File: src/rtl/rom_uploader.sv
// UART-fed program loader: receives a C8/len/data/checksum frame and writes each data byte into CPU memory.
// Latency: each write strobe comes two clk cycles after the stop-bit sample; done/error follow the checksum byte by two cycles.
// Backpressure: none; the memory port must accept one write per received byte, and a silent line mid-frame aborts on timeout.
module rom_uploader #(
  parameter int          CLKS_PER_BIT = 868,
  parameter logic [11:0] BASE_ADDR    = 12'h200,
  parameter int          TIMEOUT_CLKS = 10_000_000
) (
  input  logic        clk,
  input  logic        res,
  input  logic        rx,
  output logic        uploading,
  output logic        upload_en,
  output logic [11:0] upload_addr,
  output logic [7:0]  upload_data,
  output logic        done,
  output logic        error
);

  localparam logic [31:0] HALF_M1 = 32'(CLKS_PER_BIT / 2 - 1);
  localparam logic [31:0] BIT_M1  = 32'(CLKS_PER_BIT - 1);
  localparam logic [31:0] TMO_LIM = 32'(TIMEOUT_CLKS);
  localparam logic [7:0]  SYNC    = 8'hC8;

  typedef enum logic [1:0] {RX_IDLE, RX_START, RX_DATA, RX_STOP} rx_state_t;
  typedef enum logic [2:0] {S_IDLE, S_LEN_HI, S_LEN_LO, S_DATA, S_CSUM} fr_state_t;

  logic        rx_meta_q, rx_sync_q, rx_prev_q;
  rx_state_t   rx_state_q, rx_state_d;
  logic [31:0] baud_q, baud_d;
  logic [2:0]  bit_q, bit_d;
  logic [7:0]  shift_q, shift_d;
  logic        rx_valid_q, rx_valid_d;
  logic        frm_err_q, frm_err_d;

  fr_state_t   state_q, state_d;
  logic [3:0]  len_hi_q, len_hi_d;
  logic [11:0] len_full;
  logic [11:0] addr_q, addr_d;
  logic [11:0] cnt_q, cnt_d;
  logic [7:0]  csum_q, csum_d;
  logic [31:0] tmo_q, tmo_d;
  logic        upload_en_q, upload_en_d;
  logic [11:0] upload_addr_q, upload_addr_d;
  logic [7:0]  upload_data_q, upload_data_d;
  logic        done_q, done_d;
  logic        error_q, error_d;

  // Two-flop synchronizer plus a delayed copy for falling-edge detection (idle line is high).
  always_ff @(posedge clk or negedge res) begin
    if (!res) begin
      rx_meta_q <= 1'b1;
      rx_sync_q <= 1'b1;
      rx_prev_q <= 1'b1;
    end else begin
      rx_meta_q <= rx;
      rx_sync_q <= rx_meta_q;
      rx_prev_q <= rx_sync_q;
    end
  end

  // Receiver state register.
  always_ff @(posedge clk or negedge res) begin
    if (!res) begin
      rx_state_q <= RX_IDLE;
      baud_q     <= '0;
      bit_q      <= '0;
      shift_q    <= '0;
      rx_valid_q <= 1'b0;
      frm_err_q  <= 1'b0;
    end else begin
      rx_state_q <= rx_state_d;
      baud_q     <= baud_d;
      bit_q      <= bit_d;
      shift_q    <= shift_d;
      rx_valid_q <= rx_valid_d;
      frm_err_q  <= frm_err_d;
    end
  end

  // Receiver next state: recheck start at mid-bit, then sample data and stop bits one bit-time apart.
  always_comb begin
    rx_state_d = rx_state_q;
    baud_d     = baud_q + 32'd1;
    bit_d      = bit_q;
    shift_d    = shift_q;
    rx_valid_d = 1'b0;
    frm_err_d  = 1'b0;
    case (rx_state_q)
      RX_IDLE: begin
        baud_d = '0;
        bit_d  = '0;
        if (rx_prev_q && !rx_sync_q) rx_state_d = RX_START;
      end
      RX_START: begin
        if (baud_q == HALF_M1) begin
          baud_d     = '0;
          // A start bit that has gone high again by mid-bit was only a glitch.
          rx_state_d = rx_sync_q ? RX_IDLE : RX_DATA;
        end
      end
      RX_DATA: begin
        if (baud_q == BIT_M1) begin
          baud_d  = '0;
          shift_d = {rx_sync_q, shift_q[7:1]};
          if (bit_q == 3'd7) rx_state_d = RX_STOP;
          else               bit_d = bit_q + 3'd1;
        end
      end
      RX_STOP: begin
        if (baud_q == BIT_M1) begin
          baud_d     = '0;
          rx_state_d = RX_IDLE;
          rx_valid_d = rx_sync_q;
          frm_err_d  = !rx_sync_q;
        end
      end
      default: rx_state_d = RX_IDLE;
    endcase
  end

  // Frame state register and output registers.
  always_ff @(posedge clk or negedge res) begin
    if (!res) begin
      state_q       <= S_IDLE;
      len_hi_q      <= '0;
      addr_q        <= BASE_ADDR;
      cnt_q         <= '0;
      csum_q        <= '0;
      tmo_q         <= '0;
      upload_en_q   <= 1'b0;
      upload_addr_q <= BASE_ADDR;
      upload_data_q <= '0;
      done_q        <= 1'b0;
      error_q       <= 1'b0;
    end else begin
      state_q       <= state_d;
      len_hi_q      <= len_hi_d;
      addr_q        <= addr_d;
      cnt_q         <= cnt_d;
      csum_q        <= csum_d;
      tmo_q         <= tmo_d;
      upload_en_q   <= upload_en_d;
      upload_addr_q <= upload_addr_d;
      upload_data_q <= upload_data_d;
      done_q        <= done_d;
      error_q       <= error_d;
    end
  end

  assign len_full = {len_hi_q, shift_q};

  // Frame next state: abort conditions take priority over byte handling.
  always_comb begin
    state_d       = state_q;
    len_hi_d      = len_hi_q;
    addr_d        = addr_q;
    cnt_d         = cnt_q;
    csum_d        = csum_q;
    tmo_d         = (state_q == S_IDLE) ? 32'd0 : tmo_q + 32'd1;
    upload_en_d   = 1'b0;
    upload_addr_d = upload_addr_q;
    upload_data_d = upload_data_q;
    done_d        = done_q;
    error_d       = error_q;
    if (state_q != S_IDLE && (frm_err_q || tmo_q >= TMO_LIM)) begin
      state_d = S_IDLE;
      error_d = 1'b1;
      done_d  = 1'b0;
    end else if (rx_valid_q) begin
      tmo_d = '0;
      case (state_q)
        S_IDLE: begin
          if (shift_q == SYNC) begin
            state_d = S_LEN_HI;
            done_d  = 1'b0;
            error_d = 1'b0;
            csum_d  = '0;
            cnt_d   = '0;
          end
        end
        S_LEN_HI: begin
          len_hi_d = shift_q[3:0];
          state_d  = S_LEN_LO;
        end
        S_LEN_LO: begin
          if (len_full > 12'hE00) begin
            state_d = S_IDLE;
            error_d = 1'b1;
          end else if (len_full == 12'd0) begin
            state_d = S_CSUM;
          end else begin
            state_d = S_DATA;
            addr_d  = BASE_ADDR;
            cnt_d   = len_full;
          end
        end
        S_DATA: begin
          upload_en_d   = 1'b1;
          upload_addr_d = addr_q;
          upload_data_d = shift_q;
          addr_d        = addr_q + 12'd1;
          csum_d        = csum_q + shift_q;
          cnt_d         = cnt_q - 12'd1;
          if (cnt_q == 12'd1) state_d = S_CSUM;
        end
        S_CSUM: begin
          state_d = S_IDLE;
          if (shift_q == csum_q) done_d  = 1'b1;
          else                   error_d = 1'b1;
        end
        default: state_d = S_IDLE;
      endcase
    end
  end

  assign uploading   = (state_q != S_IDLE);
  assign upload_en   = upload_en_q;
  assign upload_addr = upload_addr_q;
  assign upload_data = upload_data_q;
  assign done        = done_q;
  assign error       = error_q;

endmodule

File: config.mk
export PLATFORM = sky130hd
export DESIGN_NAME = rom_uploader
export DESIGN_NICKNAME = d
export VERILOG_FILES = /design/src/rtl/rom_uploader.sv
export SDC_FILE = /design/constraint.sdc
export NUM_CORES = 1
export LEC_CHECK = 0
export BUFFER_PORTS_ARGS = -buffer_cell sky130_fd_sc_hd__buf_2
export CAP_MARGIN = 20
export CORE_ASPECT_RATIO = 0.7
export CORE_MARGIN = 5
export CORE_UTILIZATION = 30
export CTS_BUF_LIST = sky130_fd_sc_hd__clkbuf_2
export CTS_CLUSTER_DIAMETER = 100
export DETAILED_ROUTE_END_ITERATION = 6
export HOLD_SLACK_MARGIN = 0.08
export PLACE_DENSITY = 0.55
export SETUP_SLACK_MARGIN = 0.4
export SLEW_MARGIN = 20
export SYNTH_ARGS = -nofsm -noshare
export SYNTH_HDL_FRONTEND = slang
export SYNTH_SLANG_ARGS = --single-unit
File: constraint.sdc
create_clock -name clk -period 2.9 [get_ports clk]
set_input_delay 0.58 -clock clk [delete_from_list [all_inputs] [get_ports clk]]
set_output_delay 0.58 -clock clk [all_outputs]
set_load 0.005 [all_outputs]
---- Word-level counts from Yosys, hierarchy flattened ----
Cells that the tools add are included.
operators by class
  muxes and demuxes ....................... 49
  reductions and logical operators ........ 27
  div/mod/pow operators ................... 0
  $lt $le $gt $ge ......................... 2
  equal/unequal tests ..................... 27
  $mul .................................... 0
  bitwise logic cells ..................... 1
  add/sub/neg operators ................... 6
  shift-type cells ........................ 0
operator list
  operator                 number
  $mux W32                 5
  $pmux W32 S3             1
  $add A32 B1 Y32 const B  2
  $mux W12                 5
  $pmux W12 S3             1
  $eq A32 B10 Y1 const B   1
  $eq A32 B9 Y1 const B    1
  $ge A32 B24 Y1 const B   1
  $mux W3                  8
  $pmux W12 S2             1
  $ne A2 B2 Y1 const B     8
  $pmux W8 S2              1
  $mux W1                  15
  $reduce_and A5 Y1        3
  $add A12 B1 Y12 const B  1
  $eq A12 B1 Y1 const B    1
  $gt A12 B12 Y1 const B   1
  $logic_not A12 Y1        1
  $mux W2                  6
  $ne A3 B3 Y1 const B     4
  $pmux W3 S4              1
  $reduce_and A3 Y1        4
  $sub A12 B1 Y12 const B  1
  $reduce_bool A3 Y1       3
  other kinds (28)         36
storage, ports and cells
  bits in writable memories ............... 0
  flip-flop bits (word level) ............. 144
  bits in latches ......................... 0
  memories ................................ 0
  bits of input ports ..................... 3
  logic and storage cells ................. 132
  bits in read-only memories .............. 0

---- Depth between registers and ports, before layout ----
Gate-level depths: netlist of the first run.
  word-level depth ........................ 6
  gate-level depth with buffers ........... 9

---- Least setup slack after synthesis of the first run ----
Ideal clock, no wire load.
  path type ............................... register to register
  start point ............................. register shift_q[1]
  end point ............................... register addr_q[2]
  path buffers ............................ 0
  data arrival time ....................... 2.287 ns
  data required time ...................... 2.776 ns
  setup slack ............................. 0.489 ns
  stages on the path, launching flop included .. 7
  period minus slack after synthesis ...... 2.411 ns
  cell sequence ........................... dfrtp_1 -> or4_4 -> o31a_1 -> o21a_4 -> nor4b_4 -> mux2i_1 -> o21ai_1
between the ends
  cells in the longest elaborated chain, start to end .. 3
  elaborated cells on any way between the ends .. 5
  classes of those cells .................. order compare (1); eq/ne (2); reduce/logical (2)
RTL lines
  element                                              RTL line  RTL
  from (decl)                                          32        logic [7:0] shift_q, shift_d;
  from (signal assigned)                               75        shift_q <= shift_d;
  $gt A12 B12 Y1 or $logic_not A12 Y1 (tied branches)  187, 190
  $ne A2 B2 Y1 (no source line)                        --
  $reduce_and A5 Y1 (no source line) *                 --
  to (signal assigned)                                 139       addr_q <= addr_d;
  to (decl)                                            39        logic [11:0] addr_q, addr_d;
Every way passes the cells marked *; elsewhere a longest branch is shown, timed or not.
A chain may end at the register's enable or synchronous reset.

---- Final worst setup path of the first run ----
  start point ............................. register len_hi_q[0]
  end point ............................... register addr_q[2]
between the ends
  cells in the longest elaborated chain, start to end .. 3
  elaborated cells on any way between the ends .. 5
  classes of those cells .................. order compare (1); eq/ne (2); reduce/logical (2)
RTL lines
  element                                              RTL line  RTL
  from (decl)                                          37        logic [3:0] len_hi_q, len_hi_d;
  from (signal assigned)                               138       len_hi_q <= len_hi_d;
  $gt A12 B12 Y1 or $logic_not A12 Y1 (tied branches)  187, 190
  $ne A2 B2 Y1 (no source line)                        --
  $reduce_and A5 Y1 (no source line) *                 --
Marks and branches as above.

==> results, run 1 <==
- The run finished with clean final reports.
- The routed layout has 5,540 vias.
- The number of synthesis warnings is 0.
- The most frequently used flop master after synthesis is dfrtp_1.
- The post-route setup TNS is 0 ns.
- The clock period minus final worst setup slack is 2.45 ns.
- The die is 141 microns tall.
- The number of cells on the worst reg-to-reg path is 7.
- In this run the critical register-to-register path is launched from len_hi_q[0].
- Buffers placed on the I/O ports in this run total 26.
- The areal power density over the cells is 392 mW/mm^2.
- Derived from the worst setup path, the maximum achievable clock frequency is 408 MHz.
- At the pin with the least slew margin, the transition time is 0.642 ns.
- The count of fill cells added during filler insertion is 2,485.
- Of all flip-flops after synthesis, the portion carrying an async set or reset was 1.00.
- The critical path's slowest cell is or4_4.
- The floorplan has 48 rows.
- In this run, distinct cell masters in the synthesized netlist total 62.
- In this run the horizontal extent of the chip is 198 microns.
- For this run, the total global-route usage over all layers was measured as 0.123.
- The share of synthesized area in the top cell type comes to 0.470.
- The worst setup path is launched from a flop.
- The buffer type at the clock tree root is clkbuf_2.
- The overflow left after global routing is 0.
- The core region is 0.0244 sq mm.
- In this run the number of H-tree levels came out at 4.
- Setup violations remaining at the end of the flow were counted as 0.
- For the worst setup path, the data required time is 3.55 ns.
- The count of pins over their slew limit is 0.
- The count of final hold-check violations is 0.
- Once placement finished, the instance area stood at 0.00801 sq mm.
- The end-of-flow core utilization is 0.347.
- The first global-routing pass estimated 28,000 microns of wire.
- The delay of the slowest cell on the worst path is 0.54 ns.
- In the finished design, the share of the clock period the worst path needs comes to 0.846.
- The count of TritonRoute iterations in the first routing pass is 5.
- The biggest area contributor in the post-synthesis netlist is dfrtp_1.
- The path class of the tightest hold or removal check is in2async.
- Clock-pin slew was measured on the worst setup and hold paths at 0.25 ns.
- The sequential share of the synthesized area is 0.488.
- The final wirelength is 16,900 microns.
- For this design the static power due to leakage is 3.70 nW.
- The mapped netlist covers 0.00740 sq mm.
- The half-perimeter wire length after placement is 11,600 microns.
- The fraction of layout instances using a drive strength above 1 is 0.196.
- The area growth from synthesis to layout is 14.5%.
- The congestion estimate from routability-driven global placement came to 0.856.
- The number of buffer and inverter instances along the worst setup path is 1.
- The worst setup path is of the reg2reg kind.
- The clock net in this run drives a total of 144 sinks.
- The mean post-synth cell area is 10.0 sq um.
- The initial utilization of the core area, before any placement, comes to 0.303.
- Setup repair after global routing could not meet its margin everywhere.
- The clock reaches the later pin of the worst-skew pair after 0.75 ns.
- Entering global routing, the biggest net connects 62 pins.
- The library cell used most frequently in the layout, excluding fill and tap cells, is dfrtp_1.
- The antenna diode count is 0.
- Among cell families on the critical path, the largest total delay comes from simple AND/OR/NAND/NOR gates.
- In this run the worst path has a maximum fanout of 7.
- The post-layout instance area is 0.00847 sq mm.
- Counting every net in the synthesized netlist gives 760.
- Once placement completed, the tool counted placed cells totaling 1,084.
- Using the TritonRoute via totals, the vias-per-cell ratio works out to 4.89.
- The count of routing violations after the opening detailed-route iteration is 429.
- The number of global-route vias before repair is 5,213.
- Counting flops and latches in the post-synthesis netlist gives 144.
- By area the synthesized netlist is led by dfrtp_1 47%, nor2_1 5.5%, mux2_2 5.2%, xor2_1 4.5%, xnor2_1 3.4%.
- Once detail routing completed, the nets flagged for antenna violations numbered 0.
- In this run the deepest clock path goes through 2 buffers.
- The synthesized design contains 0 enable-type register cells.
- The detail-routed net length per standard cell is 15.0 microns.
- In the synthesized netlist, the number of instances is 740.
- The endpoint identified for the worst register-to-register timing path is addr_q[2].
- The number of clock buffers inserted by TritonCTS is 17.
- The worst ir drop on vdd is 0.000247 V.
- The setup check on the worst reg-to-reg path leaves a slack of 0.45 ns.
- The initial antenna violation count is 1.
- The worst pin sits at a relative slew slack of 0.571.
- The number of nets in the layout is 814.
- The die covers 0.0279 sq mm.
- The least setup slack across all paths after layout is 0.447 ns.
- STA classifies the critical path endpoint as a flop.
- At the worst endpoint, the arrival time is 3.10 ns.
- The TritonCTS clock tree is built.
- The number of top-level design ports is 27.
- The non-filler instance count after layout is 1,132.
- The setup clock skew after layout is 0.0422 ns.
- The signal on the critical path passes through or4_4 > o31a_1 > o21a_4 > nor4b_4 > buf_6 > mux2i_1 > o21ai_1.
- The tool flagged a number of max-cap violations equal to 0.
- In the layout the commonest cells are 136 x dfrtp_1, 107 x nor2_1, 49 x nand2_1, 38 x xor2_1, 36 x nand3_1.
- OpenSTA, run right after detailed placement, puts the worst setup slack at 0.220 ns.
- For this run, design rule violations remaining after detail routing come to 0.
worst reg2reg max path: cells and delay by family, from the launching register on:
family	cells	cell delay [ns]
simple gates	2	0.83
compound gates	3	0.71
flops	1	0.46
buf+inv	1	0.18
mux	1	0.17
cell families (layout without fill, tap and decap cells):
logic type      after synthesis  after routing  synth area share
xor+xnor                     67             67            0.0793
simple gates                316            316             0.216
flops                       144            144             0.488
buf+inv                      53            119            0.0277
compound gates               97             98            0.0908
mux                          46             46            0.0680
fa+ha+maj                    17             17            0.0298
registers in the layout (all words and copies together), names as in the netlist, named ones only:
name / flops
bit_q: 3
addr_q: 12
upload_data: 8
rx_state_q: 1
upload_en: 1
shift_q: 8
upload_addr: 12
done: 1
frm_err_q: 1
csum_q: 8
rx_sync_q: 1
error: 1
tmo_q: 32
baud_q: 32
rx_valid_q: 1
state_q: 3
rx_meta_q: 1
len_hi_q: 4
cnt_q: 12
rx_prev_q: 1
Yosys cell counts, types with 3 or more instances:
| cell type | count |
|---|---|
| o31ai_1 | 9 |
| nand3_1 | 37 |
| nand2_1 | 49 |
| dfstp_2 | 5 |
| or2_2 | 3 |
| inv_1 | 24 |
| nor3b_1 | 6 |
| nor2b_1 | 6 |
| and4_1 | 5 |
| nor3_1 | 15 |
| o211ai_1 | 5 |
| or3_1 | 9 |
| a21oi_1 | 10 |
| nand4_1 | 16 |
| nand2b_1 | 4 |
| o41ai_1 | 9 |
| nor2_1 | 108 |
| nor4_1 | 17 |
| xnor2_1 | 29 |
| xor2_1 | 38 |
| a22o_1 | 5 |
| a31oi_1 | 11 |
| dfrtp_1 | 139 |
| mux2_2 | 34 |
| ha_1 | 16 |
| mux2i_1 | 12 |
| o22ai_1 | 4 |
| o21ai_1 | 4 |
| a22oi_1 | 3 |
| clkbuf_1 | 24 |
| and2_1 | 5 |
| and3_1 | 20 |
| or4_1 | 3 |
| o21ai_0 | 18 |
| a211o_1 | 5 |
final cells by class:
class,instances,area [sq um],area share
clock buffer,17,85.1,0.0100
timing repair buffer,62,428,0.0505
clock inverter,15,160,0.0189
sequential,144,3610,0.426
tap,325,407,0.0480
multi-input combinational,544,3690,0.435
inverter,25,93.8,0.0111
where the power goes:
group | internal, mW | switching (mW) | total [mW]
Clock | 0.404 | 0.813 | 1.22
Combinational | 0.0173 | 0.0598 | 0.0771
Sequential | 2.02 | 0.00999 | 2.03
routing by layer:
layer  global-route usage  wire length, microns  up-vias
li1                     -                     -     2732
met1                0.198                  9540     2685
met2                0.153                  6290      101
met3               0.0380                   900       20
met4               0.0366                   204        2
met5                    0                    13        -
through the flow:
stage | hold slack [ns] | power, mW
after floorplan | 0.284 | 2.09
after global placement | 0.348 | 2.14
after detailed placement | 0.347 | 2.14
after CTS | 0.272 | 3.38
after global routing | 0.296 | 3.48
final | 0.313 | 3.32
worst max path at each step:
stage | startpoint | to | slack [ns] | cells past startpoint
floorplan | shift_q[1] | addr_q[2] | 0.49 | 6
global placement | tmo_q[25] | cnt_q[0] | 0.32 | 5
detailed placement | tmo_q[25] | cnt_q[6] | 0.22 | 5
CTS | len_hi_q[0] | addr_q[11] | 0.42 | 8
global route | len_hi_q[0] | addr_q[5] | 0.37 | 7
finish | len_hi_q[0] | addr_q[2] | 0.45 | 7
timing repair:
action                                  in CTS  in global routing
gates resized for setup                      3                 18
gates cloned                                 0                  1
pin swaps                                    2                  8
hold buffers                                 2                  0
setup buffers                                5                  8
endpoints found under the setup margin      25                 55
hold endpoints to repair                    57                  0
(Power assumes the default switching activity.)
==> run 2: changes to the inputs <==
==> constraint.sdc (replaced) <==
create_clock -name clk -period 2.3 [get_ports clk]
set_input_delay 0.46 -clock clk [delete_from_list [all_inputs] [get_ports clk]]
set_output_delay 0.46 -clock clk [all_outputs]
set_load 0.005 [all_outputs]
==> results, run 2 (same netlist as run 1, synthesis figures left out) <==
- The half-perimeter wire length after placement is 12,500 microns (+7.4%).
- The number of cells traversed by the worst register-to-register path is 9 (+2).
- The internal power was 3.36 mW (+38%).
- The count of TritonRoute iterations in the first routing pass came to 5 (unchanged).
- The data required time at the worst endpoint is 2.94 ns (-0.61 ns).
- The via count is 6,266 (+13%).
- In this run the critical register-to-register path is launched from shift_q[1].
- The number of maximum-capacitance constraint violations is 0 (unchanged).
- The checks that failed: negative setup slack.
- The overflow left after global routing is 0 (unchanged).
- The largest buffer count on any clock path is 2 (unchanged).
- Relative to the synthesized area, the layout overhead comes to 48.0%.
- The number of sinks driven by the clock tree is 144 (unchanged).
- The endpoint of the most critical register-to-register path is addr_q[11].
- The type of the worst setup path is reg2reg.
- The most critical setup path has its endpoint at addr_q[11].
- The count of routing violations after the opening detailed-route iteration is 381 (-11%).
- The final wirelength is 21,500 microns (+27%).
- In the final layout, the registers with the most flip-flops are baud_q: 32 flops, tmo_q: 32 flops.
- The clock share of power is 0.383 (+0.017).
- The least setup slack across all paths after layout is -0.127 ns (-0.574 ns).
- The critical path's slowest cell is or4_4.
- The data arrival time of the critical path is 3.07 ns (-0.03 ns).
- The count of pins over their slew limit is 0 (unchanged).
- The starting utilization of the core area is 0.303 (unchanged).
- The core footprint is 0.0244 sq mm (unchanged).
- The antenna diode count is 0 (unchanged).
- The switching portion of total power came to 0.259 (-0.00612).
- The number of top-level design ports is 27 (unchanged).
- The final-report setup violation count was 37 (+37).
- The highest clock rate is 412 MHz (+1.1%).
- The most common cell after layout, fill and taps aside is dfrtp_1.
- The logic gate share of total power is 0.052 (+0.029).
- The fraction of layout instances using a drive strength above 1 is 0.452 (+0.256).
- Traced cell by cell, the critical path runs through or4_4 > buf_6 > buf_6 > nor4_4 > buf_4 > o21a_4 > nor4b_4 > and4bb_1 > a211o_1.
- The level count of the clock H-tree is 4 (unchanged).
- The slew at the pin closest to its max-slew limit came to 0.570 ns (-0.0723 ns).
- The maximum fanout count along the critical path is 7 (unchanged).
- The worst ir drop on vdd came to 0.000421 V (+71%).
- The leakage power is 4.63 nW (+25%).
- The internal reg-to-reg setup slack is -0.13 ns (-0.57 ns).
- The die boundary width was 198 microns (unchanged).
- The global routing usage summed across all routing layers is 0.151 (+0.0274).
- The number of clock buffers inserted by TritonCTS was 17 (unchanged).
- The type of the worst min-delay path is in2async.
- The height of the die is 141 microns (unchanged).
- The run finished, with violations left.
- The critical path endpoint category is a flop.
- The overall die area came to 0.0279 sq mm (unchanged).
- The routed via count divided by cell count is 5.03 (+2.8%).
- The final period utilization is 1.06 (+0.209).
- The cell that appears most often on the critical path is buf_6.
- The global-route wire length before repair is 34,000 microns (+21%).
- The largest net degree at the start of global routing came to 50 (-19%).
- The tree is rooted in a clkbuf_2.
- The final routed DRC violation total was 0 (unchanged).
- The timing startpoint of the critical path is shift_q[1].
- The register share of total power came to 0.565 (-0.046).
- The total net switching power is 1.18 mW (+33%).
- The number of antenna-violating nets in the routed design came to 0 (unchanged).
- The number of nets in the layout was 927 (+14%).
- The delay of the slowest cell on the worst path was 0.56 ns (+0.02 ns).
- The headroom to the max-slew limit is 0.620 (+0.0490).
- Setup repair after global routing could not meet its margin everywhere.
- The number of global-route vias before repair is 6,250 (+20%).
- The areal power density over the cells came to 414 mW/mm^2 (+5.6%).
- The routability-driven placement congestion ratio is 0.863 (+0.81%).
- The post-route setup TNS is -2.81 ns (-2.81 ns).
- The number of placement rows is 48 (unchanged).
- The insertion delay to the later sink of the worst-skew pair is 0.77 ns (+0.02 ns).
- The quantity of I/O buffers inserted on ports is 26 (unchanged).
- The initial antenna violation count was 0 (-1).
- The end-of-flow core utilization came to 0.448 (+0.101).
- In the layout the commonest cells are 134 x dfrtp_1, 94 x buf_4, 54 x nor2_4, 46 x nand2_1, 39 x buf_6.
- The clock period minus final worst setup slack is 2.43 ns (-0.0264 ns).
- The clock transition at the registers of the reported paths is 0.26 ns (about the same).
- The setup clock skew after layout is 0.0501 ns (+0.00791 ns).
- The kind of launch point of the worst setup path is a flop.
- The count of final hold-check violations is 0 (unchanged).
- TritonCTS built the clock tree.
- The detail-routed net length per standard cell is 17.3 microns (+15%).
==> run 2: changes by cell type in the layout (fill, tap and decap cells not counted), sizes merged <==
cell    change
buf       +112
bufinv      +2
clkbuf      +3
clkinv      -1
inv         -2
o21a        -1
==> run 2: cell type report <==
cell class	count	area (sq um)
multi-input combinational	543	4870
clock buffer	18	90.1
timing repair buffer	176	1690
tap	325	407
fill	2248	13500
clock inverter	14	190
sequential	144	3620
inverter	25	96.3
==> run 2: worst min-delay path by stage <==
stage | start | to | slack [ns] | cells after the start
floorplan | res | asynchronous set/reset pin | 0.16 | 0
global placement | rx_meta_q | rx_sync_q | 0.37 | 0
detailed placement | rx_meta_q | rx_sync_q | 0.37 | 0
CTS | res | baud_q[31] | 0.11 | 2
global route | res | baud_q[31] | 0.12 | 2
finish | res | csum_q[7] | 0.17 | 2
==> run 2: timing repair <==
| item | in CTS | in global routing |
|---|---|---|
| hold endpoints to repair | 143 | 0 |
| pin swaps | 69 | 47 |
| resized for setup | 244 | 80 |
| gates cloned | 6 | 3 |
| endpoints found under the setup margin | 141 | 147 |
| buffers inserted | 47 | 20 |
| hold buffers | 2 | 0 |
==> run 2: critical path: cells and delay by family, from the launching register on <==
| family | cells | cell delay, ns |
|---|---|---|
| AO/OA/AOI/OAI | 2 | 0.42 |
| AND/OR/NAND/NOR | 4 | 1.02 |
| buffers and inverters | 3 | 0.41 |
| flip-flops | 1 | 0.46 |
==> run 2: per-layer routing <==
metal	track usage	routed length, microns
met2	0.212	9180
met1	0.232	11300
met3	0.0366	912
met4	0.0348	172
met5	0	0
==> run 2: stage by stage <==
stage / worst slack, ns / total power [mW] / cells / area, sq um / hold WS, ns
final: -0.127 / 4.53 / 1245 / 11000 / 0.166
after global routing: -0.236 / 4.71 / 1245 / 11000 / 0.116
after CTS: -0.0801 / 4.57 / 1222 / 10400 / 0.114
after detailed placement: -0.0642 / 2.72 / 1135 / 8540 / 0.370
after global placement: -0.0737 / 2.72 / 1135 / 8540 / 0.373
after floorplan: -0.0775 / 2.63 / 740 / 7590 / 0.164
==> run 2: power groups by stage <==
stage	Sequential [mW]	Combinational, mW	Clock (mW)
after global placement	2.60	0.115	0
after floorplan	2.60	0.0360	0
after CTS	2.56	0.234	1.77
final	2.56	0.235	1.73
after detailed placement	2.60	0.113	0
after global routing	2.57	0.254	1.88
